### config.mk
export PLATFORM = sky130hd
export DESIGN_NAME = mem_fill_arbiter
export DESIGN_NICKNAME = d
export VERILOG_FILES = /design/src/rtl/mem_arb_pkg.sv /design/src/rtl/fill_seq_counter.sv /design/src/rtl/mem_fill_arbiter.sv
export SDC_FILE = /design/constraint.sdc
export NUM_CORES = 1
export LEC_CHECK = 0
export BUFFER_PORTS_ARGS = -buffer_cell sky130_fd_sc_hd__buf_4
export CAP_MARGIN = 20
export CORE_UTILIZATION = 41
export DETAILED_ROUTE_END_ITERATION = 16
export PLACE_DENSITY = 0.83
export SYNTH_ARGS = -nofsm -noshare
export SYNTH_HDL_FRONTEND = slang
export SYNTH_SLANG_ARGS = --single-unit
### constraint.sdc
create_clock -name clk -period 2.5 [get_ports clk]
set_input_delay 0.125 -clock clk [delete_from_list [all_inputs] [get_ports clk]]
set_output_delay 0.125 -clock clk [all_outputs]
set_load 0.005 [all_outputs]
### src/rtl/mem_arb_pkg.sv
// Shared types and block-geometry constants for the memory fill arbiter.
package mem_arb_pkg;

    localparam int BLOCK_OFFSET_BITS = 4;
    localparam int WORD_IDX_W        = 3;

    typedef enum logic [1:0] {IDLE, WRITE, FILL} state_t;
    typedef enum logic [1:0] {NONE, OWN_I, OWN_D} owner_t;

endpackage

### src/rtl/fill_seq_counter.sv
// Word counter for one side of a block fill (issue or receive).
// Wraps to zero after the last word and raises done until the next clear.
module fill_seq_counter
    import mem_arb_pkg::*;
(
    input  logic                  clk,
    input  logic                  rst,
    input  logic                  clear,
    input  logic                  inc,
    output logic [WORD_IDX_W-1:0] count,
    output logic                  done
);

    always_ff @(posedge clk) begin
        if (rst || clear) begin
            count <= '0;
            done  <= 1'b0;
        end else if (inc && !done) begin
            count <= count + 1'b1;
            if (count == '1)
                done <= 1'b1;
        end
    end

endmodule

### src/rtl/mem_fill_arbiter.sv
// Sole owner of main memory: grants D stores, D fills and I fills in fixed
// priority and steers returned block words into the owning cache.
module mem_fill_arbiter
    import mem_arb_pkg::*;
#(
    parameter int ADDR_W = 16
) (
    input  logic                  clk,
    input  logic                  rst,
    input  logic                  i_miss,
    input  logic [ADDR_W-1:0]     i_miss_addr,
    input  logic                  d_miss,
    input  logic [ADDR_W-1:0]     d_miss_addr,
    input  logic                  d_wr_req,
    input  logic [ADDR_W-1:0]     d_wr_addr,
    input  logic [15:0]           d_wr_data,
    output logic                  d_wr_ack,
    output logic                  mem_enable,
    output logic                  mem_wr,
    output logic [ADDR_W-1:0]     mem_addr,
    output logic [15:0]           mem_data_in,
    input  logic                  mem_data_valid,
    input  logic [15:0]           mem_data_out,
    output logic [15:0]           fill_data,
    output logic [WORD_IDX_W-1:0] fill_word,
    output logic                  i_busy,
    output logic                  d_busy,
    output logic                  i_write_data_array,
    output logic                  d_write_data_array,
    output logic                  i_write_tag_array,
    output logic                  d_write_tag_array
);

    localparam logic [ADDR_W-1:0] BLK_MASK = ~ADDR_W'((1 << BLOCK_OFFSET_BITS) - 1);

    state_t                state, state_nx;
    owner_t                owner;
    logic [ADDR_W-1:0]     base;
    logic [WORD_IDX_W-1:0] iss_cnt, rx_cnt;
    logic                  iss_done, rx_done;
    logic                  enter_fill, rx_strobe, rx_last;

    assign enter_fill = (state == IDLE) && !d_wr_req && (d_miss || i_miss);
    assign rx_strobe  = (state == FILL) && mem_data_valid && !rx_done;
    assign rx_last    = rx_strobe && (rx_cnt == '1);

    fill_seq_counter u_iss (
        .clk   (clk),
        .rst   (rst),
        .clear (enter_fill),
        .inc   ((state == FILL) && !iss_done),
        .count (iss_cnt),
        .done  (iss_done)
    );

    fill_seq_counter u_rx (
        .clk   (clk),
        .rst   (rst),
        .clear (enter_fill),
        .inc   (rx_strobe),
        .count (rx_cnt),
        .done  (rx_done)
    );

    always_ff @(posedge clk) begin
        if (rst)
            state <= IDLE;
        else
            state <= state_nx;
    end

    // D miss outranks I miss when both are pending at grant time.
    always_ff @(posedge clk) begin
        if (rst) begin
            owner <= NONE;
            base  <= '0;
        end else if (enter_fill) begin
            owner <= d_miss ? OWN_D : OWN_I;
            base  <= (d_miss ? d_miss_addr : i_miss_addr) & BLK_MASK;
        end else if (rx_last) begin
            owner <= NONE;
        end
    end

    always_comb begin
        state_nx = state;
        unique case (state)
            IDLE:    if (d_wr_req)             state_nx = WRITE;
                     else if (d_miss || i_miss) state_nx = FILL;
            WRITE:   state_nx = IDLE;
            FILL:    if (rx_last)              state_nx = IDLE;
            default: state_nx = IDLE;
        endcase
    end

    always_comb begin
        d_wr_ack           = 1'b0;
        mem_enable         = 1'b0;
        mem_wr             = 1'b0;
        mem_addr           = '0;
        mem_data_in        = '0;
        fill_data          = '0;
        fill_word          = rx_cnt;
        i_busy             = 1'b0;
        d_busy             = 1'b0;
        i_write_data_array = 1'b0;
        d_write_data_array = 1'b0;
        i_write_tag_array  = 1'b0;
        d_write_tag_array  = 1'b0;
        unique case (state)
            WRITE: begin
                mem_enable  = 1'b1;
                mem_wr      = 1'b1;
                mem_addr    = d_wr_addr;
                mem_data_in = d_wr_data;
                d_wr_ack    = 1'b1;
            end
            FILL: begin
                mem_enable = !iss_done;
                if (!iss_done)
                    mem_addr = base + ADDR_W'({iss_cnt, 1'b0});
                fill_data = mem_data_out;
                if (owner == OWN_D) begin
                    d_busy             = 1'b1;
                    d_write_data_array = rx_strobe;
                    d_write_tag_array  = rx_last;
                end else if (owner == OWN_I) begin
                    i_busy             = 1'b1;
                    i_write_data_array = rx_strobe;
                    i_write_tag_array  = rx_last;
                end
            end
            default: ;
        endcase
    end

endmodule

==> metrics.md <==
| Metric | Value |
|---|---|
| Seq/Total Area, Yosys | 28.9% |
| Final setup skew | 0.00608 ns |
| Top cells by area, synth | dfxtp_1 29%, and2_1 13%, mux2i_1 9.6% |
| Slowest cell delay on critical path | 0.36 ns |
| Max Transition Viols Final | 0 |
| CP max stage cell | dfxtp_1 |
| WP data arrival | 2.02 ns |
| Synth top area share | 28.9% |
| CORE AREA | 3770 µm² |
| CP most frequent cell | buf_4 |
| Yosys cell types | 33 |
| Drt first pass iters | 4 |
| Synth Net Count | 280 |
| First-pass GRT wire length | 6.98 mm |
| CP Class | flop to primary output |
| H-tree lvl count | 1 |
| Clock Pin Slew Worst Setup and Hold Paths | 0.09 ns |
| Ports | 146 |
| Initial antenna violation count | 0 |
| Fin crit period | 2.15 ns |
| Netlist Area Pre-Place | 1660 µm² |
| Reg2reg end | owner[0]$_SDFFE_PP0P_ |
| # diodes | 0 |
| Area post-placement | 2680 µm² |
| Post-CTS sizing | 0 |
| Die span in x | 65.7 µm |
| Worst-skew pair later-pin latency | 0.27 ns |
| DRC violation total after the first TritonRoute iteration | 38 |
| RSZ-0062 raised after global routing | false |
| Wirelength, routed | 4.73 mm |
| Hold Path Class | input port to flop |
| Worst Setup EP | mem_enable |
| Syn_area_per_cell | 8.89 µm² |
| CP delay by family, top | simple AND/OR/NAND/NOR gates |
| Worst path required time | 2.38 ns |
| CP endpoint kind | primary output |
| Row cnt | 22 |
| Synth-to-layout area growth | 65.3% |
| Ratio of final minimum period to clock period | 85.9% |
| Startpoint types | flop |
| NumNets Final | 409 |
| Sequence of cells on the critical path | inv_1 -> ha_1 -> nor2b_1 -> buf_4 -> and2_1 -> or2_2 -> buf_4 |
| Synth Register Bits | 24 |
| Outcome | finished clean |
| GPL Wtd Cong | 0.685 |
| Initial Utilization | 44.1% |
| Final setup fails | 0 |
| Crit path max fanout | 15 |
| Largest net degree at the start of global routing | 25 |
| I/O Buffers | 137 |
| Power Dens Cells | 526 nW/µm² |
| Vias in the first global route | 1564 |
| Post-synthesis cell type with the largest combined area | dfxtp_1 |
| Critical Path Start | state[0]$_SDFFE_PP0P_ |
| HPWL after DPL | 3.74 mm |
| Global-route usage over all layers | 20.6% |
| Reg2Reg Depth | 6 |
| Yosys warnings | 0 |
| P_leak | 1.39 nW |
| Worst reg-to-reg setup slack | 0.87 ns |
| Hold-fix buffers at CTS | 0 |
| Total gr overflow | 0 |
| VDD IR-drop max | 302 µV |
| Detail Route Antenna Nets | 0 |
| CP Depth | 7 |
| Root Buffer | clkbuf_8 |
| CTS Buffer Depth | 2 |
| FF-to-FF Start | state[0]$_SDFFE_PP0P_ |
| Final hold viol count | 0 |
| FILL cells | 315 |
| DR WL/cell | 13.0 µm |
| Relative slew slack | 62.1% |
| Chip height | 65.7 µm |
| Post-Syn Instances | 187 |
| Vias per std cell | 5.05 |
| DRC viols | 0 |
| Total setup buffers inserted after CTS | 0 |
| Die area | 4310 µm² |
| Worst slew pin tran | 0.568 ns |
| CTS Buf Count | 3 |
| Setup TNS | 0 ns |
| Buffers & Inverters on Critical Path | 3 |
| Design Area, Final | 2750 µm² |
| TritonCTS clock tree | yes |
| F_max | 466 MHz |
| # Max-Cap Violations | 0 |
| CTS sink cnt | 24 |
| Via count | 1834 |
| Layout cells sized above 1 | 50.2% |
registers in the layout, indices dropped and copies added, names as in the netlist:
register / cells
base: 12
owner: 2
state: 2
u_iss.count: 3
u_iss.done: 1
u_rx.count: 3
u_rx.done: 1
cells in the final DEF, fill, tap and decap left out, drive strengths merged, types with 2 or more instances in the layout:
cell type    n
clkbuf       3
or2          2
ha           7
nand2b       2
mux2i       16
a22o        14
a32oi        2
nor2b        3
and2        35
and3         2
a21oi       15
nor2        16
a211oi      12
nand3b       3
dfxtp       24
buf        142
inv          5
cell usage after synthesis:
| master | n |
|---|---|
| a211oi_2 | 10 |
| xnor2_1 | 1 |
| nor2b_1 | 3 |
| nand4_1 | 1 |
| nand3b_1 | 3 |
| a211oi_1 | 2 |
| clkbuf_1 | 5 |
| or2_1 | 1 |
| a21o_1 | 1 |
| and3_1 | 2 |
| a22oi_1 | 1 |
| inv_1 | 5 |
| dfxtp_1 | 24 |
| o211a_1 | 1 |
| and2_4 | 1 |
| and2_1 | 34 |
| nor2_1 | 16 |
| a32oi_1 | 2 |
| mux2i_1 | 16 |
| a21oi_1 | 15 |
| nand2b_1 | 2 |
| a21boi_0 | 1 |
| ha_1 | 7 |
| a22o_1 | 14 |
| buf_2 | 8 |
| buf_6 | 4 |
| buf_4 | 1 |
| a32o_1 | 1 |
| xor2_1 | 1 |
| or2_2 | 1 |
| nand4b_1 | 1 |
| a2111oi_0 | 1 |
| o21ai_0 | 1 |
per-stage QoR:
step	std cells	setup slack (ns)	hold slack (ns)	util, %	power (mW)
5_1_grt	363	0.256	0.198	72.9	1.53
3_5_place_dp	359	0.659	0.458	71.0	1.12
6_report	363	0.353	0.191	72.9	1.45
2_1_floorplan	187	0.866	0.337	-	0.820
3_3_place_gp	359	0.674	0.450	71.0	1.11
4_1_cts	363	0.359	0.191	72.9	1.46
routing by layer:
metal	GRT usage (%)	up-vias	part of all wire, %
met5	0	-	0
met4	4.08	0	0.51
met3	3.30	5	8.1
met2	38.8	80	51
met1	23.9	833	40
li1	-	916	-
tightest hold or removal path, delay by kind of cell:
| kind | cells | cell delay [ns] |
|---|---|---|
| buf+inv | 1 | 0.10 |
| simple gates | 2 | 0.12 |
| compound gates | 1 | 0.07 |
cell families (layout without fill, tap and decap cells):
family | count (synthesis) | in the layout | synth area share [%]
flip-flops | 24 | 24 | 28.9
buffers and inverters | 23 | 151 | 7.83
XOR/XNOR | 2 | 2 | 1.05
AND/OR/NAND/NOR | 65 | 65 | 22.6
AO/OA/AOI/OAI | 50 | 50 | 24.8
adder cells (fa/ha/maj) | 7 | 7 | 5.27
multiplexers | 16 | 16 | 9.63
area by class of cell:
class	count	area (µm²)	area share, %
flip-flops and latches	24	480	17.5
repair buffers	142	1070	38.8
multi-input cells	140	1050	38.3
clock buffers	3	41.3	1.50
well taps	48	60.1	2.18
clock inverters	1	30.0	1.09
inverters	5	18.8	0.683
power by group:
group	switching (mW)	total, mW	internal, mW
clock	0.125	0.339	0.214
combinational	0.280	0.651	0.371
sequential	0.0281	0.456	0.428
worst min path at each step:
stage	slack [ns]	startpoint	cells past startpoint	end
after floorplan	0.34	i_miss	3	state[0]$_SDFFE_PP0P_
after global placement	0.45	u_rx.done$_SDFFE_PP0P_	2	u_rx.done$_SDFFE_PP0P_
after detailed placement	0.46	u_rx.done$_SDFFE_PP0P_	2	u_rx.done$_SDFFE_PP0P_
after CTS	0.19	i_miss	4	state[0]$_SDFFE_PP0P_
after global routing	0.20	rst	2	owner[1]$_SDFFE_PP0P_
final	0.19	i_miss	4	state[0]$_SDFFE_PP0P_
No activity file was read; power rests on OpenSTA's default activity.
